===== config.mk =====
export PLATFORM = sky130hd
export DESIGN_NAME = queue_dispatch_ctrl_flat
export DESIGN_NICKNAME = d
export VERILOG_FILES = /design/src/rtl/queue_dispatch_ctrl_if.sv /design/src/rtl/queue_dispatch_ctrl.sv /design/src/flat_wrapper.sv
export SDC_FILE = /design/constraint.sdc
export NUM_CORES = 1
export LEC_CHECK = 0
export CAP_MARGIN = 20
export CORE_ASPECT_RATIO = 1.4
export CORE_MARGIN = 10
export CORE_UTILIZATION = 54
export CTS_CLUSTER_SIZE = 25
export DETAILED_ROUTE_END_ITERATION = 12
export PLACE_DENSITY = 0.77
export SYNTH_ARGS = -nofsm -noshare
export SYNTH_HDL_FRONTEND = slang
export SYNTH_SLANG_ARGS = --single-unit

===== constraint.sdc =====
create_clock -name clk -period 6.6 [get_ports clk]
set_input_delay 1.32 -clock clk [delete_from_list [all_inputs] [get_ports clk]]
set_output_delay 1.32 -clock clk [all_outputs]
set_load 0.03 [all_outputs]

===== src/rtl/queue_dispatch_ctrl_if.sv =====
// Ticket/call bus between the customer/counter side and the dispatch controller.
interface queue_dispatch_ctrl_if #(
  parameter int NUM_COUNTERS = 5,
  parameter int NUM_W        = 6
);
  logic                          button;
  logic [NUM_COUNTERS-1:0]       done;
  logic [NUM_W-1:0]              ticket_number;
  logic [NUM_W-1:0]              max_call_number;
  logic [NUM_W-1:0]              waiting_count;
  logic [NUM_COUNTERS-1:0]       busy;
  logic [NUM_COUNTERS*NUM_W-1:0] service_number;
  logic                          call_valid;
  logic [3:0]                    call_counter;
  logic                          ticket_reject;

  modport master (
    output button, done,
    input  ticket_number, max_call_number, waiting_count, busy,
           service_number, call_valid, call_counter, ticket_reject
  );

  modport slave (
    input  button, done,
    output ticket_number, max_call_number, waiting_count, busy,
           service_number, call_valid, call_counter, ticket_reject
  );
endinterface


===== src/rtl/queue_dispatch_ctrl.sv =====
// Ticket issue and round-robin dispatch to NUM_COUNTERS service counters.
// Tickets leave in issue order, so the queue is implicit: next call = max_call_number+1.
module qdc_lane #(
  parameter int NUM_W = 6
) (
  input  logic             clk,
  input  logic             rst,
  input  logic             grant_i,
  input  logic             done_i,
  input  logic [NUM_W-1:0] num_i,
  output logic             busy_o,
  output logic [NUM_W-1:0] svc_o
);
  logic             busy_q;
  logic [NUM_W-1:0] svc_q;

  // grant only ever lands on an idle lane, done only on a busy one
  always_ff @(posedge clk or negedge rst) begin
    if (!rst) begin
      busy_q <= 1'b0;
      svc_q  <= '0;
    end else if (grant_i) begin
      busy_q <= 1'b1;
      svc_q  <= num_i;
    end else if (done_i && busy_q) begin
      busy_q <= 1'b0;
      svc_q  <= '0;
    end
  end

  assign busy_o = busy_q;
  assign svc_o  = svc_q;
endmodule

module queue_dispatch_ctrl #(
  parameter int NUM_COUNTERS = 5,
  parameter int NUM_W        = 6,
  parameter int MAX_WAIT     = 16
) (
  input  logic                 clk,
  input  logic                 rst,
  queue_dispatch_ctrl_if.slave bus
);
  logic [2:0]                              sync_q;
  logic [NUM_W-1:0]                        wc_q, wc_d;
  logic [NUM_W-1:0]                        tkt_q, tkt_d;
  logic [NUM_W-1:0]                        mcn_q, mcn_d;
  logic [3:0]                              rr_q, rr_d;
  logic                                    call_valid_q;
  logic [3:0]                              call_counter_q;
  logic                                    reject_q;
  logic                                    press, issue, dispatch, gnt_vld;
  logic [3:0]                              gnt_idx;
  logic [NUM_W-1:0]                        call_num;
  logic [NUM_COUNTERS-1:0]                 busy;
  logic [NUM_COUNTERS-1:0][NUM_W-1:0]      svc;

  function automatic logic [NUM_W-1:0] next_num(input logic [NUM_W-1:0] x);
    return (x == {NUM_W{1'b1}}) ? NUM_W'(1) : x + NUM_W'(1);
  endfunction

  // sync_q: [0]=s1, [1]=s2, [2]=edge-detect delay
  assign press    = sync_q[1] & ~sync_q[2];
  assign issue    = press && (wc_q < NUM_W'(MAX_WAIT));
  assign call_num = next_num(mcn_q);
  assign dispatch = gnt_vld && (wc_q != '0);

  always_comb begin
    int idx;
    idx     = 0;
    gnt_vld = 1'b0;
    gnt_idx = '0;
    for (int k = 0; k < NUM_COUNTERS; k++) begin
      idx = int'(rr_q) + k;
      if (idx >= NUM_COUNTERS) idx = idx - NUM_COUNTERS;
      if (!gnt_vld && !busy[idx]) begin
        gnt_vld = 1'b1;
        gnt_idx = 4'(idx);
      end
    end
  end

  always_comb begin
    wc_d  = wc_q;
    tkt_d = issue ? next_num(tkt_q) : tkt_q;
    mcn_d = dispatch ? call_num : mcn_q;
    rr_d  = rr_q;
    if (issue && !dispatch)      wc_d = wc_q + NUM_W'(1);
    else if (!issue && dispatch) wc_d = wc_q - NUM_W'(1);
    if (dispatch) rr_d = (int'(gnt_idx) == NUM_COUNTERS-1) ? 4'd0 : gnt_idx + 4'd1;
  end

  always_ff @(posedge clk or negedge rst) begin
    if (!rst) begin
      sync_q         <= '0;
      wc_q           <= '0;
      tkt_q          <= '0;
      mcn_q          <= '0;
      rr_q           <= '0;
      call_valid_q   <= 1'b0;
      call_counter_q <= '0;
      reject_q       <= 1'b0;
    end else begin
      sync_q         <= {sync_q[1:0], bus.button};
      wc_q           <= wc_d;
      tkt_q          <= tkt_d;
      mcn_q          <= mcn_d;
      rr_q           <= rr_d;
      call_valid_q   <= dispatch;
      call_counter_q <= dispatch ? gnt_idx : 4'd0;
      reject_q       <= press && !issue;
    end
  end

  for (genvar i = 0; i < NUM_COUNTERS; i++) begin : g_lane
    qdc_lane #(.NUM_W(NUM_W)) u_lane (
      .clk     (clk),
      .rst     (rst),
      .grant_i (dispatch && (gnt_idx == 4'(i))),
      .done_i  (bus.done[i]),
      .num_i   (call_num),
      .busy_o  (busy[i]),
      .svc_o   (svc[i])
    );
  end

  assign bus.ticket_number   = tkt_q;
  assign bus.max_call_number = mcn_q;
  assign bus.waiting_count   = wc_q;
  assign bus.busy            = busy;
  assign bus.service_number  = svc;
  assign bus.call_valid      = call_valid_q;
  assign bus.call_counter    = call_counter_q;
  assign bus.ticket_reject   = reject_q;
endmodule


===== src/flat_wrapper.sv =====
// flat-port wrapper written by rule: the top's interface ports become plain ports
module queue_dispatch_ctrl_flat 
#(
  parameter int NUM_COUNTERS = 5,
  parameter int NUM_W        = 6,
  parameter int MAX_WAIT     = 16
)
  (clk, rst, bus_button, bus_done, bus_ticket_number, bus_max_call_number, bus_waiting_count, bus_busy, bus_service_number, bus_call_valid, bus_call_counter, bus_ticket_reject);
  queue_dispatch_ctrl_if #(.NUM_COUNTERS(NUM_COUNTERS), .NUM_W(NUM_W)) bus_i ();
  input  logic clk;
  input  logic rst;
  input wire logic [$bits(bus_i.button)-1:0] bus_button;
  input wire logic [$bits(bus_i.done)-1:0] bus_done;
  output wire logic [$bits(bus_i.ticket_number)-1:0] bus_ticket_number;
  output wire logic [$bits(bus_i.max_call_number)-1:0] bus_max_call_number;
  output wire logic [$bits(bus_i.waiting_count)-1:0] bus_waiting_count;
  output wire logic [$bits(bus_i.busy)-1:0] bus_busy;
  output wire logic [$bits(bus_i.service_number)-1:0] bus_service_number;
  output wire logic [$bits(bus_i.call_valid)-1:0] bus_call_valid;
  output wire logic [$bits(bus_i.call_counter)-1:0] bus_call_counter;
  output wire logic [$bits(bus_i.ticket_reject)-1:0] bus_ticket_reject;
  assign bus_i.button = bus_button;
  assign bus_i.done = bus_done;
  assign bus_ticket_number = bus_i.ticket_number;
  assign bus_max_call_number = bus_i.max_call_number;
  assign bus_waiting_count = bus_i.waiting_count;
  assign bus_busy = bus_i.busy;
  assign bus_service_number = bus_i.service_number;
  assign bus_call_valid = bus_i.call_valid;
  assign bus_call_counter = bus_i.call_counter;
  assign bus_ticket_reject = bus_i.ticket_reject;
  queue_dispatch_ctrl #(.NUM_COUNTERS(NUM_COUNTERS), .NUM_W(NUM_W), .MAX_WAIT(MAX_WAIT)) u_core (.clk(clk), .rst(rst), .bus(bus_i));
endmodule

==> summary.txt, run 1 <==
Finish
  – Most common cell after layout, fill and taps aside: nand2_1
  – Nets: 567
  – Final Util: 66.5%
  – Most frequent cells in the layout: nand2_1, dfrtp_1, clkdlybuf4s50_1
  – Antenna Cells: 0
  – Post-Layout Inst Area: 5450 µm²
  – Area Growth Syn to Fin: 19.5%
  – Layout cells sized above 1: 8.02%

GRT
  – Gr ovfl total: 0
  – Largest net degree at the start of global routing: 67
  – Vias in the first global route: 3960
  – First-pass GRT wire length: 20300 µm
  – Initial antenna violation count: 0
  – GR Util All Layers: 19.8%

Die
  – Die X-Extent: 97.7 µm
  – IO Count: 67
  – Rows: 39
  – Initial core utilization: 55.6%
  – Die height: 129 µm
  – Core area: 8200 µm²
  – Die area: 12600 µm²

Placement
  – Cell area after placement: 5210 µm²
  – Dpl hpwl: 9210 µm
  – GPL Wtd Cong: 0.927
  – Port bufs: 66
  – Worst slack, placed: 1190 ps

Drt
  – Via Count: 3831
  – ANT nets after route: 0
  – DR WL/cell: 19.4 µm
  – Vias per Instance: 6.00
  – DR pass1 iterations: 4
  – Remaining DRCs: 0
  – Total Routed Length: 12400 µm
  – Detailed Route Iter0 Violations: 234

Clock tree
  – Hold Buf Count CTS: 0
  – Clock latency on the worst-skew pair: 330 ps
  – Htree depth: 3
  – CTS resizes: 0
  – Post-CTS Setup Bufs: 0
  – CTS tree: built
  – # clock sinks: 66
  – Clock buffer count from CTS: 9
  – Clock root cell: clkbuf_16
  – CTS clk-pin slew, worst paths: 50 ps
  – Clock Path Buffers: 2

Setup path
  – Crit path max-delay cell type: ha_1
  – Critical path, cell by cell: inv_1, ha_1, and3_1, nor2_1, mux2_2, nor2_1, nand2b_1, nor3_1, a22o_2, ha_1, inv_1, ha_1, a21o_1, a21oi_1, o21bai_1, a21oi_1, xnor2_1, nor2_1, xor2_1
  – Crit-path max cell delay: 860 ps
  – Worst Setup End Kind: register
  – Worst Setup Start Kind: register
  – CP max FO: 23
  – Crit Path Class: reg2reg
  – WP data arrival: 5710 ps
  – Critical Path RT: 6810 ps

STA
  – Setup violations, final: 0
  – RSZ-0062 raised after global routing: no
  – Final hold viol count: 0
  – Final Max Slew Viols: 0
  – Rel. slew slack: 44.7%
  – Final setup margin: 1100 ps
  – Clk_skew: 5.55 ps
  – Worst Tran Pin Value: 829 ps
  – Post-route setup TNS: 0 ps
  – Tmin final: 5500 ps
  – Period utilization: 83.4%
  – FMAX: 182 MHz

Worst hold path
  – Hold crit path type: reg2reg

Synthesis
  – #FFs+latches synth: 66
  – Async SR Flop Fraction: 100%
  – Mapped Cells: 480
  – Synth top area cells: dfrtp_1, mux2i_1, ha_1
  – Post-Syn Area: 4560 µm²
  – Synth warnings: 0
  – Mean post-synth cell area: 9.50 µm²
  – Leading area contributor after synthesis: dfrtp_1
  – Sequential fraction of the synthesis area: 36.2%
  – Top-area cell type share of the netlist area: 36.2%
  – Yosys cell types: 76
  – Ys flop type: dfrtp_1
  – Post-synth EDFFs: 0
  – Net Count, Synth: 513

Flow run
  – Max Cap Viol: 0

Outcome
  – Status: completed
## layout make-up
cell class                 count  area, µm²
sequential                    66       1650
multi-input combinational    367       2670
clock inverter                 1       5.00
fill                         693       2750
inverter                      19       71.3
tap                          102        128
timing repair buffer          71        693
clock buffer                  12        236
## state kept, by name, summed over array words and instances, names as in the netlist
signal / count
u_core.bus.ticket_number: 6
u_core.bus.call_valid: 1
u_core.rr_q: 4
u_core.g_lane.u_lane.busy_o: 5
u_core.bus.max_call_number: 6
u_core.bus.ticket_reject: 1
u_core.sync_q: 3
u_core.g_lane.u_lane.svc_o: 30
u_core.bus.call_counter: 4
u_core.bus.waiting_count: 6
## synthesized netlist by cell type, types with 2 or more instances
cell type	instances
nand2_1	67
dfrtp_1	66
mux2i_1	32
nor2_1	30
ha_1	24
o21ai_0	21
xnor2_1	21
inv_1	18
a21oi_1	16
a21o_1	11
buf_4	11
nand3_1	11
nand2b_1	10
buf_2	9
nor3_1	8
o31ai_1	6
a31oi_1	5
and2_1	5
clkbuf_1	5
mux2_2	5
nor2b_1	5
o2111ai_1	5
o2bb2ai_1	5
nand4_1	4
or3_1	4
xor2_1	4
a21boi_0	3
and3_1	3
mux4_2	3
o21a_1	3
o21bai_1	3
or4_1	3
a211o_1	2
a221o_1	2
a22oi_1	2
buf_6	2
nand3b_1	2
nor2_2	2
nor3_2	2
nor4_1	2
nor4_2	2
o211ai_1	2
## critical path: cells and delay by family (launching register included)
kind	cells	cell delay, ps
AND/OR/NAND/NOR	6	1290
buffers and inverters	2	350
XOR/XNOR	2	300
multiplexers	1	270
flip-flops	1	600
AO/OA/AOI/OAI	5	1130
adder cells (fa/ha/maj)	3	1430
## metal layers
metal  share of wire, %  vias up  track usage, %  wire length, µm
li1                   -     1809               -                -
met1                 39     1876            20.6             4770
met2                 53      107            35.8             6580
met3                4.6       39            5.25              567
met4                3.8        0            10.1              468
met5                  0        -               0                0
## kinds of logic after synthesis
family / synth area share, %
xor+xnor: 5.76
flops: 36.2
simple gates: 19.0
mux: 10.1
fa+ha+maj: 7.02
compound gates: 16.6
buf+inv: 5.35
## path summary, 6_finish.rpt
kind                                  startpoint                               end  slack [ps]  cells past startpoint
worst max-delay path              u_core.rr_q[1]       u_core.bus.waiting_count[5]        1100                     19
worst min-delay path            u_core.sync_q[0]                  u_core.sync_q[1]         350                      0
worst max register to register    u_core.rr_q[1]       u_core.bus.waiting_count[5]        1100                     19
worst min register to register  u_core.sync_q[0]                  u_core.sync_q[1]         350                      0
max in group asynchronous                    rst  u_core.g_lane[4].u_lane.svc_o[4]        4880                      2
min in group asynchronous                    rst  u_core.g_lane[3].u_lane.svc_o[5]        1170                      2
## through the flow
stage	std cells	hold slack, ps
2_1_floorplan	480	331
3_3_place_gp	625	337
3_5_place_dp	625	341
4_1_cts	638	351
5_1_grt	638	375
6_report	638	348
Power of run 1 is left out: the tool's default activity adds up to more than one toggle a clock period on the data nets, which glitch-free logic cannot reach.
==> inputs of run 2 (changes only) <==
--- a/config.mk
+++ b/config.mk
@@ -8,10 +8,10 @@
 export CAP_MARGIN = 20
 export CORE_ASPECT_RATIO = 1.4
 export CORE_MARGIN = 10
-export CORE_UTILIZATION = 54
+export CORE_UTILIZATION = 50
 export CTS_CLUSTER_SIZE = 25
 export DETAILED_ROUTE_END_ITERATION = 12
-export PLACE_DENSITY = 0.77
+export PLACE_DENSITY = 0.75
 export SYNTH_ARGS = -nofsm -noshare
 export SYNTH_HDL_FRONTEND = slang
 export SYNTH_SLANG_ARGS = --single-unit
==> constraint.sdc (replaced) <==
create_clock -name clk -period 4.5 [get_ports clk]
set_input_delay 0.9 -clock clk [delete_from_list [all_inputs] [get_ports clk]]
set_output_delay 0.9 -clock clk [all_outputs]
set_load 0.03 [all_outputs]
==> run 2 against run 1 <==
Non-clock buffer count up 17. Register-to-register slack got worse by 900 ps. Sequential share of layout area down 1.5 points. Hold slack improved by 5.4 ps. Setup slack got worse by 900 ps. Utilization shrank 2.5 points. Global-route usage fell by 0.36 points. Maximum frequency up 28%. First-iteration DRC count is 21% lower. Clock skew is essentially flat. Critical path type unchanged. Largest cell class unchanged.
==> summary.txt, run 2 (same netlist as run 1, synthesis figures left out) <==
Finish
  – Final Util: 64.0%
  – Area Growth Syn to Fin: 25.9%
  – Antenna Cells: 0
  – FF+latch area: 1650 µm²
  – Max reg flops: 30
  – Area occupied by multi-input gates: 2760 µm²
  – Most common cell after layout, fill and taps aside: nand2_1
  – Post-Layout Inst Area: 5740 µm²
  – Most frequent cells in the layout: nand2_1, clkdlybuf4s50_1, dfrtp_1
  – FILL cells: 696
  – Nets: 584
  – Layout cells sized above 1: 14.4%

GRT
  – Largest net degree at the start of global routing: 39
  – Vias in the first global route: 4151
  – GR Util All Layers: 19.4%
  – First-pass GRT wire length: 21100 µm
  – Gr ovfl total: 0
  – Initial antenna violation count: 0

STA
  – Tmin final: 4300 ps
  – Rel. slew slack: 33.9%
  – FMAX: 232 MHz
  – Final hold slack: 354 ps
  – Final Max Slew Viols: 0
  – Setup violations, final: 0
  – RSZ-0062 raised after global routing: no
  – Period utilization: 95.6%
  – Clk_skew: 5.25 ps
  – Final hold viol count: 0
  – Worst Tran Pin Value: 984 ps
  – Post-route setup TNS: 0 ps

Setup path
  – Worst Setup End Kind: register
  – CP max FO: 8
  – Crit Path Class: reg2reg
  – WP data arrival: 4550 ps
  – Worst Setup Start Kind: register
  – Critical Path RT: 4750 ps

Drt
  – ANT nets after route: 0
  – Remaining DRCs: 0
  – Detailed Route Iter0 Violations: 184
  – DR WL/cell: 19.2 µm
  – Total Routed Length: 12700 µm
  – Via Count: 3893
  – DR pass1 iterations: 5
  – Vias per Instance: 5.88

Clock tree
  – Clock latency on the worst-skew pair: 330 ps
  – Htree depth: 3
  – CTS tree: built
  – CTS clk-pin slew, worst paths: 50 ps
  – Clock Path Buffers: 2
  – Clock buffer count from CTS: 9
  – Clock root cell: clkbuf_16
  – Hold Buf Count CTS: 0
  – # clock sinks: 66

Placement
  – Cell area after placement: 5410 µm²
  – Port bufs: 66
  – GPL Wtd Cong: 0.930
  – Dpl hpwl: 9580 µm

Die
  – Die X-Extent: 101 µm
  – Core area: 8980 µm²
  – Die area: 13400 µm²
  – IO Count: 67
  – Die height: 133 µm
  – Initial core utilization: 50.8%
  – Rows: 41

Outcome
  – Status: completed

Worst hold path
  – Hold crit path type: reg2reg

Flow run
  – Max Cap Viol: 0
-- run 2: area by class of cell --
class                           instances  share of cell area (%)
Clock buffer                           12                    4.47
Clock inverter                          3                   0.261
Inverter                               19                    1.35
Multi-Input combinational cell        367                    48.1
Sequential cell                        66                    28.8
Tap cell                              107                    2.33
Timing Repair Buffer                   88                    14.7
-- run 2: per-layer routing --
layer,up-vias,global-route usage [%],part of all wire [%]
li1,1849,-,-
met1,1901,20.4,37
met2,103,34.8,54
met3,40,4.01,4.6
met4,0,9.84,4.2
met5,-,0,0
-- run 2: worst max-delay path, stage by stage, from the launching register on --
cell and delay (ps):
dfrtp_1 420, clkinvlp_4 220, ha_4 240, o21a_1 220, or4_1 520, and4_1 240, mux2i_1 140, a211o_2 430
nor3_2 200, a22o_2 190, ha_4 150, inv_4 60, ha_1 320, a21oi_2 200, o21bai_1 100, a21oi_1 160
xnor2_1 90, nor2_1 140, xor2_1 170
-- run 2: path summary, 6_finish.rpt --
kind / from / endpoint / slack, ps / cells past startpoint
max: u_core.rr_q[1] / u_core.bus.waiting_count[5] / 200 / 18
min: u_core.sync_q[0] / u_core.sync_q[1] / 350 / 0
max reg2reg: u_core.rr_q[1] / u_core.bus.waiting_count[5] / 200 / 18
min reg2reg: u_core.sync_q[0] / u_core.sync_q[1] / 350 / 0
max in group asynchronous: rst / u_core.rr_q[3] / 2940 / 2
min in group asynchronous: rst / u_core.g_lane[3].u_lane.svc_o[5] / 650 / 1
-- run 2: timing repair --
item / CTS / global route
resized for setup: 0 / 10
buffers inserted: 0 / 2
endpoints found under the setup margin: 0 / 35
-- run 2: stage by stage --
step	setup WS (ps)	std cells
after CTS	62.2	660
final	198	662
after global placement	191	645
after floorplan	-43.7	480
after global routing	9.24	662
after detailed placement	75.2	645
Power of run 2 is left out for the same reason.
==> RTL edit 1 (flow settings as in run 1) <==
`rr_q` no longer has a reset.
--- a/src/rtl/queue_dispatch_ctrl.sv
+++ b/src/rtl/queue_dispatch_ctrl.sv
@@ -96,7 +96,6 @@
       wc_q           <= '0;
       tkt_q          <= '0;
       mcn_q          <= '0;
-      rr_q           <= '0;
       call_valid_q   <= 1'b0;
       call_counter_q <= '0;
       reject_q       <= 1'b0;
@@ -105,11 +104,14 @@
       wc_q           <= wc_d;
       tkt_q          <= tkt_d;
       mcn_q          <= mcn_d;
-      rr_q           <= rr_d;
       call_valid_q   <= dispatch;
       call_counter_q <= dispatch ? gnt_idx : 4'd0;
       reject_q       <= press && !issue;
     end
+  end
+
+  always_ff @(posedge clk) begin
+    rr_q <= rr_d;
   end
 
   for (genvar i = 0; i < NUM_COUNTERS; i++) begin : g_lane
Behaviour: differs if rst is asserted again (counterexample within 10 cycles, from zero or initial values and one cycle with rst low); with rst held inactive, the same outputs for 10 cycles.
==> RTL edit 1 against run 1 <==
- design area shrank 1.4%
- routed wire length down 4.9%
- worst setup slack worse by 0.069 ns
- area after synthesis shrank 2.5%
- sequential cell count is the same
- non-clock buffer count decreased by 2
- critical path type unchanged
Power is not shown: default switching activity piles up to over one toggle a cycle in this logic, so the estimate is an artifact.
==> RTL edit 1: results <==
[grt]
grt_pass1_vias = 3766
grt_start_max_net_pins = 63
grt_first_pass_wirelength_um = 19130

[worst_setup_path]
cp_max_fo = 29
startpoint = u_core.rr_q[0]$_SDFFCE_PN0N_
r2r-start = u_core.rr_q[0]$_SDFFCE_PN0N_

[synth]
synth_cell_types = 75
synth_commonest_cells = sky130_fd_sc_hd__nand2_1 (63), sky130_fd_sc_hd__dfrtp_1 (62), sky130_fd_sc_hd__mux2i_1 (34), sky130_fd_sc_hd__nor2_1 (26)
synth_compound_gate_area_share_pct = 15.56
synthXorXnorAreaFrac_pct = 5.065
syn-mean-instance-area_um2 = 9.816
synth-async-reset-ratio_pct = 93.94
synth_sequential_area_ratio_pct = 37.59
yosys.area_share.adder_pct = 7.203

[placement]
dpl.cell_count = 600
post_dp_cell_area_um2 = 5090
place_hpwl_um = 8706
finalWeightedCongestion = 0.9322

[routing]
detail_route.wirelength_um = 11780
detail_route.first_pass.iterations = 6
number_of_drc_violations_after_detailed_routing_iteration_0 = 216
route.vias.total = 3648

[run_status]
result_of_the_run = finished clean

[layout]
final_net_count = 542
fill_cells = 683

[timing]
maxSlewHeadroom_pct = 46.90
final.setup_skew_ns = 0.008151
-- RTL edit 1: kinds of logic after synthesis --
kind of cell             count (synthesis)
AO/OA/AOI/OAI                           97
XOR/XNOR                                24
adder cells (fa/ha/maj)                 25
buffers and inverters                   42
flip-flops                              66
multiplexers                            44
AND/OR/NAND/NOR                        155
-- RTL edit 1: final cells by class --
type / instances / area share (%)
flip-flops and latches: 66 / 31.11
clock buffers: 14 / 5.099
inverters: 18 / 1.257
repair buffers: 69 / 12.62
clock inverters: 2 / 0.1863
multi-input cells: 345 / 47.36
well taps: 102 / 2.375
-- RTL edit 1: layer usage --
| layer | track usage [%] | wire length (µm) | part of all wire (%) | vias to the layer above |
|---|---|---|---|---|
| li1 | - | - | - | 1728 |
| met1 | 19.54 | 4471 | 38 | 1782 |
| met2 | 33.99 | 6317 | 54 | 106 |
| met3 | 4.531 | 555 | 4.7 | 32 |
| met4 | 9.748 | 437 | 3.7 | 0 |
| met5 | 0 | 0 | 0 | - |
-- RTL edit 1: metrics by stage --
step / worst slack, ns / hold slack, ns / util, %
after CTS: 1.041 / 0.3486 / 66.34
final: 1.029 / 0.3467 / 66.34
after detailed placement: 1.038 / 0.3370 / 62.84
after global placement: 1.267 / 0.3354 / 62.84
after global routing: 0.5538 / 0.3524 / 66.34
after floorplan: 1.734 / 0.3312 / -
-- RTL edit 1: final timing paths --
check,endpoint,slack [ns],cells after the start
setup / recovery,u_core.bus.waiting_count[5]$_DFFE_PN0P_,1.03,21
hold / removal,u_core.sync_q[1]$_DFF_PN0_,0.35,0
setup reg to reg,u_core.bus.waiting_count[5]$_DFFE_PN0P_,1.03,21
hold reg to reg,u_core.sync_q[1]$_DFF_PN0_,0.35,0
max in group asynchronous,u_core.g_lane[1].u_lane.svc_o[3]$_DFFE_PN0P_,4.93,2
min in group asynchronous,u_core.bus.waiting_count[1]$_DFFE_PN0P_,1.14,2
==> RTL edit 2 (settings of run 1) <==
Made on the original files. `NUM_COUNTERS` is set to 5 in 3 places; all go to 10.
--- a/src/rtl/queue_dispatch_ctrl_if.sv
+++ b/src/rtl/queue_dispatch_ctrl_if.sv
@@ -1,6 +1,6 @@
 // Ticket/call bus between the customer/counter side and the dispatch controller.
 interface queue_dispatch_ctrl_if #(
-  parameter int NUM_COUNTERS = 5,
+  parameter int NUM_COUNTERS = 10,
   parameter int NUM_W        = 6
 );
   logic                          button;
--- a/src/rtl/queue_dispatch_ctrl.sv
+++ b/src/rtl/queue_dispatch_ctrl.sv
@@ -33,7 +33,7 @@
 endmodule
 
 module queue_dispatch_ctrl #(
-  parameter int NUM_COUNTERS = 5,
+  parameter int NUM_COUNTERS = 10,
   parameter int NUM_W        = 6,
   parameter int MAX_WAIT     = 16
 ) (
--- a/src/flat_wrapper.sv
+++ b/src/flat_wrapper.sv
@@ -1,7 +1,7 @@
 // flat-port wrapper written by rule: the top's interface ports become plain ports
 module queue_dispatch_ctrl_flat 
 #(
-  parameter int NUM_COUNTERS = 5,
+  parameter int NUM_COUNTERS = 10,
   parameter int NUM_W        = 6,
   parameter int MAX_WAIT     = 16
 )
Ports: changed (resized bus_busy, bus_done and bus_service_number); port bits go from 67 to 107. No check against the original RTL was run, so the function may have changed too.
==> RTL edit 2 against run 1 <==
- count of clock-buffer cells in the layout decreased by 3
- sequential cell count increased by 35
- worst setup slack got worse by 0.17 ns
- critical path depth increased by 2
- routed wire length increased by 93%
- design area increased by 68%
- non-clock buffer count increased by 49
- clock skew increased by 0.0017 ns
- worst hold slack improved by 0.0017 ns
- core utilization decreased by 1.1 points
- area after synthesis increased by 70%
Power is left out: the tool's default activity adds up to more than one toggle a clock period on the data nets, which glitch-free logic cannot reach.
==> RTL edit 2: results <==
[run_status]
result_of_the_run = finished clean

[synth]
synth_cell_types = 102
yosys.area_share.adder_pct = 5.668
synth_sequential_area_ratio_pct = 32.53
synthXorXnorAreaFrac_pct = 3.317

[routing]
detail_route.wirelength_um = 23850
route.met3.wl_um = 1481
number_of_drc_violations_after_detailed_routing_iteration_0 = 616
wl_met1_um = 9108

[timing]
maxSlewHeadroom_pct = 43.09

[grt]
grt_start_max_net_pins = 69
grt_util_met1_pct = 27.36
grt_first_pass_wirelength_um = 38450
use_met2_pct = 41.39
grt_util_all_layers_pct = 24.24
grt_use_met3_pct = 5.066
grt_pass1_vias = 6935

[layout]
drive_gt1_share_pct = 12.58
final_net_count = 964
fill_cells = 1154
design_area_um2 = 9184
flip_flop_count_of_the_largest_register_all_copies_and_words_added = 60

[clock_network]
clock_insertion_delay_worst_skew_ns = 0.35

[worst_setup_path]
critPathArrivalTime_ns = 5.91
crit_path_max_incr_delay_ns = 0.68
worst_path_dominant_cell_family = compound AO/OA/AOI/OAI gates
cp_max_fo = 12

[placement]
place_hpwl_um = 18140
placement.io_buffers = 106
==> RTL edit 2: changes by cell type after synthesis, sizes merged, moves of 20 or more <==
cell,before,now
nand2,67,114
o21ai,21,57
a21oi,16,36
dfrtp,66,101
mux2i,32,57
==> RTL edit 2: how the worst min path moves through the flow <==
stage                                     startpoint                         end  slack [ns]  depth (start not counted)
after CTS                 u_core.sync_q[0]$_DFF_PN0_  u_core.sync_q[1]$_DFF_PN0_        0.35                          0
after floorplan           u_core.sync_q[0]$_DFF_PN0_  u_core.sync_q[1]$_DFF_PN0_        0.33                          0
after detailed placement  u_core.sync_q[0]$_DFF_PN0_  u_core.sync_q[1]$_DFF_PN0_        0.33                          0
final                     u_core.sync_q[0]$_DFF_PN0_  u_core.sync_q[1]$_DFF_PN0_        0.35                          0
after global routing      u_core.sync_q[0]$_DFF_PN0_  u_core.sync_q[1]$_DFF_PN0_        0.35                          0
after global placement    u_core.sync_q[0]$_DFF_PN0_  u_core.sync_q[1]$_DFF_PN0_        0.34                          0
==> RTL edit 2: final cells by class <==
cell class | count | share of cell area [%]
Inverter | 29 | 1.185
Tap cell | 185 | 2.520
Timing Repair Buffer | 120 | 12.64
Clock buffer | 9 | 2.452
Clock inverter | 7 | 0.9128
Multi-Input combinational cell | 656 | 52.77
Sequential cell | 101 | 27.52
==> RTL edit 2: stage by stage <==
| stage | hold slack (ns) | setup slack [ns] |
|---|---|---|
| after floorplan | 0.3312 | 1.076 |
| after global placement | 0.3375 | 1.202 |
| after detailed placement | 0.3347 | 1.116 |
| after CTS | 0.3506 | 1.030 |
| after global routing | 0.3516 | 0.5564 |
| final | 0.3498 | 0.9269 |
